### src/rtl/nibble_serial_adder_ctrl_if.sv
`default_nettype none
// ============================================================================
// Module      : nibble_serial_adder_ctrl_if
// Description : Operand/result bundle for the nibble-serial add/sub sequencer.
//               The slave side is the sequencer; the master side is the
//               operand source and result consumer.
// Revision    : 1.0 - initial release
// ============================================================================
interface nibble_serial_adder_ctrl_if #(
    parameter int NIBBLES = 4
);
    localparam int c_W    = 4 * NIBBLES;
    localparam int c_IDXW = $clog2(NIBBLES);

    logic              start;
    logic              sub;
    logic [c_W-1:0]    a;
    logic [c_W-1:0]    b;
    logic [c_W-1:0]    sum;
    logic              cout;
    logic              overflow;
    logic              busy;
    logic              done;
    logic [c_IDXW-1:0] nib_idx;

    modport master (
        output start, sub, a, b,
        input  sum, cout, overflow, busy, done, nib_idx
    );

    modport slave (
        input  start, sub, a, b,
        output sum, cout, overflow, busy, done, nib_idx
    );
endinterface
`default_nettype wire

### src/rtl/nibble_serial_adder_ctrl.sv
`default_nettype none
// ============================================================================
// Module      : nibble_serial_adder_ctrl
// Description : Multi-nibble add/subtract built from one time-shared 4-bit
//               ripple-carry slice, LS nibble first, carry registered between
//               nibbles. Result and flags are held until the next operation.
// Revision    : 1.0 - initial release
// ============================================================================
module nibble_serial_adder_ctrl #(
    parameter int NIBBLES = 4
) (
    input  wire logic                clk,
    input  wire logic                rst,
    nibble_serial_adder_ctrl_if.slave bus
);
    localparam int                c_W    = 4 * NIBBLES;
    localparam int                c_IDXW = $clog2(NIBBLES);
    localparam logic [c_IDXW-1:0] c_LAST = c_IDXW'(NIBBLES - 1);

    typedef enum logic [1:0] {
        S_IDLE = 2'd0,
        S_RUN  = 2'd1,
        S_DONE = 2'd2
    } state_t;

    state_t            r_state;
    logic [c_W-1:0]    r_a;
    logic [c_W-1:0]    r_b;
    logic              r_sub;
    logic              r_carry;
    logic [c_W-1:0]    r_sum;
    logic              r_cout;
    logic              r_ovf;
    logic              r_busy;
    logic              r_done;
    logic [c_IDXW-1:0] r_idx;

    logic [3:0]        w_x;
    logic [3:0]        w_y;
    logic [3:0]        w_s;
    logic [4:0]        w_c;

    // Shared 4-bit slice: operand nibbles selected by the current index,
    // B inverted for subtraction (the +1 enters through the initial carry).
    always_comb begin
        w_x = r_a[4*r_idx +: 4];
        w_y = r_b[4*r_idx +: 4] ^ {4{r_sub}};
        w_s = '0;
        w_c = '0;
        w_c[0] = r_carry;
        for (int j = 0; j < 4; j++) begin
            w_s[j]   = w_x[j] ^ w_y[j] ^ w_c[j];
            w_c[j+1] = (w_x[j] & w_y[j]) | (w_x[j] & w_c[j]) | (w_y[j] & w_c[j]);
        end
    end

    // Sequencer: latch operands on start, walk the nibbles, pulse done once.
    always_ff @(posedge clk or posedge rst) begin
        if (rst) begin
            r_state <= S_IDLE;
            r_a     <= '0;
            r_b     <= '0;
            r_sub   <= 1'b0;
            r_carry <= 1'b0;
            r_sum   <= '0;
            r_cout  <= 1'b0;
            r_ovf   <= 1'b0;
            r_busy  <= 1'b0;
            r_done  <= 1'b0;
            r_idx   <= '0;
        end else begin
            case (r_state)
                S_IDLE, S_DONE: begin
                    r_done <= 1'b0;
                    if (bus.start) begin
                        r_a     <= bus.a;
                        r_b     <= bus.b;
                        r_sub   <= bus.sub;
                        r_carry <= bus.sub;
                        r_idx   <= '0;
                        r_busy  <= 1'b1;
                        r_state <= S_RUN;
                    end else begin
                        r_state <= S_IDLE;
                    end
                end
                S_RUN: begin
                    r_sum[4*r_idx +: 4] <= w_s;
                    r_carry             <= w_c[4];
                    if (r_idx == c_LAST) begin
                        // Signed overflow: carry into the sign bit differs from carry out.
                        r_cout  <= w_c[4];
                        r_ovf   <= w_c[3] ^ w_c[4];
                        r_idx   <= '0;
                        r_busy  <= 1'b0;
                        r_done  <= 1'b1;
                        r_state <= S_DONE;
                    end else begin
                        r_idx <= r_idx + 1'b1;
                    end
                end
                default: begin
                    r_busy  <= 1'b0;
                    r_done  <= 1'b0;
                    r_state <= S_IDLE;
                end
            endcase
        end
    end

    assign bus.sum      = r_sum;
    assign bus.cout     = r_cout;
    assign bus.overflow = r_ovf;
    assign bus.busy     = r_busy;
    assign bus.done     = r_done;
    assign bus.nib_idx  = r_idx;
endmodule
`default_nettype wire

### src/flat_wrapper.sv
// flat-port wrapper written by rule: the top's interface ports become plain ports
module nibble_serial_adder_ctrl_flat 
#(
    parameter int NIBBLES = 4
)
  (clk, rst, bus_start, bus_sub, bus_a, bus_b, bus_sum, bus_cout, bus_overflow, bus_busy, bus_done, bus_nib_idx);
  nibble_serial_adder_ctrl_if #(.NIBBLES(NIBBLES)) bus_i ();
  input  wire logic clk;
  input  wire logic rst;
  input wire logic [$bits(bus_i.start)-1:0] bus_start;
  input wire logic [$bits(bus_i.sub)-1:0] bus_sub;
  input wire logic [$bits(bus_i.a)-1:0] bus_a;
  input wire logic [$bits(bus_i.b)-1:0] bus_b;
  output wire logic [$bits(bus_i.sum)-1:0] bus_sum;
  output wire logic [$bits(bus_i.cout)-1:0] bus_cout;
  output wire logic [$bits(bus_i.overflow)-1:0] bus_overflow;
  output wire logic [$bits(bus_i.busy)-1:0] bus_busy;
  output wire logic [$bits(bus_i.done)-1:0] bus_done;
  output wire logic [$bits(bus_i.nib_idx)-1:0] bus_nib_idx;
  assign bus_i.start = bus_start;
  assign bus_i.sub = bus_sub;
  assign bus_i.a = bus_a;
  assign bus_i.b = bus_b;
  assign bus_sum = bus_i.sum;
  assign bus_cout = bus_i.cout;
  assign bus_overflow = bus_i.overflow;
  assign bus_busy = bus_i.busy;
  assign bus_done = bus_i.done;
  assign bus_nib_idx = bus_i.nib_idx;
  nibble_serial_adder_ctrl #(.NIBBLES(NIBBLES)) u_core (.clk(clk), .rst(rst), .bus(bus_i));
endmodule
### config.mk
export PLATFORM = sky130hd
export DESIGN_NAME = nibble_serial_adder_ctrl_flat
export DESIGN_NICKNAME = d
export VERILOG_FILES = /design/src/rtl/nibble_serial_adder_ctrl_if.sv /design/src/rtl/nibble_serial_adder_ctrl.sv /design/src/flat_wrapper.sv
export SDC_FILE = /design/constraint.sdc
export NUM_CORES = 1
export LEC_CHECK = 0
export ABC_AREA = 1
export BUFFER_PORTS_ARGS = -buffer_cell sky130_fd_sc_hd__buf_2
export CAP_MARGIN = 40
export CORE_ASPECT_RATIO = 0.75
export CORE_MARGIN = 2
export CORE_UTILIZATION = 43
export CTS_CLUSTER_SIZE = 20
export DETAILED_ROUTE_END_ITERATION = 7
export PLACE_DENSITY = 0.72
export SYNTH_ARGS = -nofsm -noshare
export SYNTH_HDL_FRONTEND = slang
export SYNTH_SLANG_ARGS = --single-unit
### constraint.sdc
create_clock -name clk -period 5.51 [get_ports clk]
set_input_delay 0.2755 -clock clk [delete_from_list [all_inputs] [get_ports clk]]
set_output_delay 0.2755 -clock clk [all_outputs]
set_load 0.1 [all_outputs]
==> metrics.csv <==
metric,value,unit
max_cap viols,0,
RSZ-0062 raised after global routing,no,
fillcell total,642,
CTS Buf Count,9,
min-delay worst type,primary input to asynchronous set/reset pin,
Initial Utilization,44.0,%
outcome,"complete, no violations",
layout cells sized above 1,22.2,%
#FFs+latches synth,57,
Root Buffer,clkbuf_8,
wire length per cell,12.4,um
drt total wl,5.94,mm
Reg2Reg Depth,14,
IO buf count,57,
largest net degree at the start of global routing,58,
relative slew slack,40.1,%
dominant synthesized flop cell,dfrtp_1,
"top cells by area, synth","dfrtp_1 (52%), nand2_1 (23%), nand3_1 (5.6%)",
Hold Slack,0.126,ns
crit path to,u_core.bus.sum[15],
Multi-input gate area,1160,um^2
H-tree levels,3,
Worst EP required,5.78,ns
setup TNS,0,ns
reg2reg setup slack,2.03,ns
CP startpoint kind,flop,
number of distinct library cells after synthesis,19,
Ports,58,
Post-DP HPWL,4.25,mm
first-pass GRT wire length,9.91,mm
Final Skew,0.00709,ns
Core Region,6260,um^2
CTS Sinks,57,
"Seq/Total Area, Yosys",51.8,%
"Setup Fix Bufs, Post-CTS",0,
register area,1430,um^2
Final Hold Viols,0,
reg2reg end,u_core.bus.sum[15],
post-cts sizing count,0,
post-route minimum period,3.48,ns
initial antenna violation count,0,
Post-synth EDFFs,0,
routed vias/inst,4.79,
critical register-to-register path startpoint,u_core.bus.nib_idx[0],
CTS max path bufs,2,
nets,440,
"Setup violations, final",0,
fin. max-slew vios,0,
synthesis-to-finish area growth,17.8,%
Vias,2292,
Crit. End Element,flop,
Fmax,0.287,GHz
Worst-Skew Late Latency,0.34,ns
fin cells,478,
clock slew at reported path FFs,0.06,ns
Cells after Synth,336,
CP max FO,29,
# rows,25,
Die Span X,96.4,um
Crit Path Category,flop to flop,
CTS tree,done,
Final ANT Viol Nets,0,
"Core Util, Final",51.8,%
vias in the first global route,2160,
Avg Inst Size Synth,8.19,um^2
GP Congestion,0.797,
total track usage,18.6,%
largest area contributor in the netlist,dfrtp_1,
mapped cell area,2750,um^2
crit path DAT,3.75,ns
hold_buf cts,0,
Post-synth ARST share,100,%
router iterations before antenna repair,4,
Synthesized Nets,382,
Worst setup startpoint,u_core.bus.nib_idx[0],
DRC Markers,0,
die height,73.3,um
final global-route overflow total,0,
top-area cell type share of the netlist area,51.8,%
Die ar.,7060,um^2
# diodes,0,
Final Cycle Share,63.2,%
# placed instances,464,
Worst Max-Slew Pin Slew,0.898,ns
Synthesis Warnings,0,
Initial DRC Count,108,
state kept, by name, indices dropped and copies added (netlist names), 2 cells and up:
signal / count
u_core.r_a: 16
u_core.bus.nib_idx: 2
u_core.bus.sum: 16
u_core.r_b: 16
area by class of cell:
| cell class | count | area share, % |
|---|---|---|
| Timing Repair Buffer | 58 | 9.03 |
| Multi-Input combinational cell | 249 | 35.8 |
| Sequential cell | 57 | 44.0 |
| Clock inverter | 4 | 1.39 |
| Clock buffer | 10 | 4.25 |
| Inverter | 19 | 2.43 |
| Tap cell | 81 | 3.13 |
through the flow:
step / cell area [um^2] / worst slack, ns
6_report: 3240 / 2.03
5_1_grt: 3240 / 1.76
4_1_cts: 3240 / 2.00
3_5_place_dp: 3060 / 2.02
3_3_place_gp: 3060 / 2.14
2_1_floorplan: 2750 / 2.07
metal layers:
metal	part of all wire [%]	wire, um	vias to the layer above	track usage, %
li1	-	-	1170	-
met1	50	2990	1052	26.1
met2	42	2520	63	27.2
met3	6.0	357	7	6.87
met4	1.1	65	0	5.16
met5	0	0	-	0
cells in the final DEF, fill, tap and decap left out:
| master | synthesis | layout |
|---|---|---|
| dfrtp_1 | 57 | 57 |
| nand3_2 | 3 | 3 |
| bufinv_16 | 0 | 1 |
| clkbuf_8 | 0 | 10 |
| nand2_1 | 171 | 171 |
| clkinv_4 | 1 | 1 |
| inv_1 | 12 | 11 |
| inv_2 | 5 | 6 |
| nand2_4 | 1 | 1 |
| o21ai_1 | 12 | 12 |
| buf_2 | 3 | 57 |
| nand2_2 | 4 | 4 |
| inv_4 | 1 | 1 |
| ha_1 | 6 | 6 |
| clkinv_2 | 0 | 3 |
| fa_1 | 4 | 4 |
| buf_4 | 5 | 1 |
| o21ai_0 | 10 | 10 |
| nand3_1 | 31 | 31 |
| nor2_1 | 5 | 5 |
| o22ai_1 | 2 | 2 |
cell usage after synthesis (2+ instances only):
library cell / count
nand2_1: 171
dfrtp_1: 57
nand3_1: 31
inv_1: 12
o21ai_1: 12
o21ai_0: 10
ha_1: 6
buf_4: 5
inv_2: 5
nor2_1: 5
fa_1: 4
nand2_2: 4
buf_2: 3
buf_6: 3
nand3_2: 3
o22ai_1: 2
cells by family (layout without fill, tap and decap cells):
| family | Yosys count | after routing | share of synthesized area (%) |
|---|---|---|---|
| AND/OR/NAND/NOR | 215 | 215 | 32.1 |
| flip-flops | 57 | 57 | 51.8 |
| buffers and inverters | 30 | 91 | 6.00 |
| AO/OA/AOI/OAI | 24 | 24 | 4.46 |
| adder cells (fa/ha/maj) | 10 | 10 | 5.64 |
worst min path at each step:
stage	endpoint	start	cells after the start
final	u_core.bus.sum[11]	rst	3
after global routing	u_core.r_a[13]	bus_a[13]	3
after floorplan	u_core.r_a[0]	bus_a[0]	2
after global placement	u_core.bus.busy	u_core.bus.busy	2
after detailed placement	u_core.r_b[1]	u_core.r_b[1]	2
after CTS	u_core.r_b[10]	bus_b[10]	3
critical path: stages, from the launching register on:
cell and delay (ns):
dfrtp_1 0.93, inv_4 0.23, nand2_1 0.11, nand3_1 0.09
nand3_1 0.10, nand2_1 0.07, fa_1 0.37, fa_1 0.37
inv_1 0.07, fa_1 0.18, inv_1 0.07, fa_1 0.42
inv_1 0.11, nand3_1 0.10, o21ai_0 0.18
Power is not shown: default switching activity piles up to over one toggle a cycle in this logic, so the estimate is an artifact.
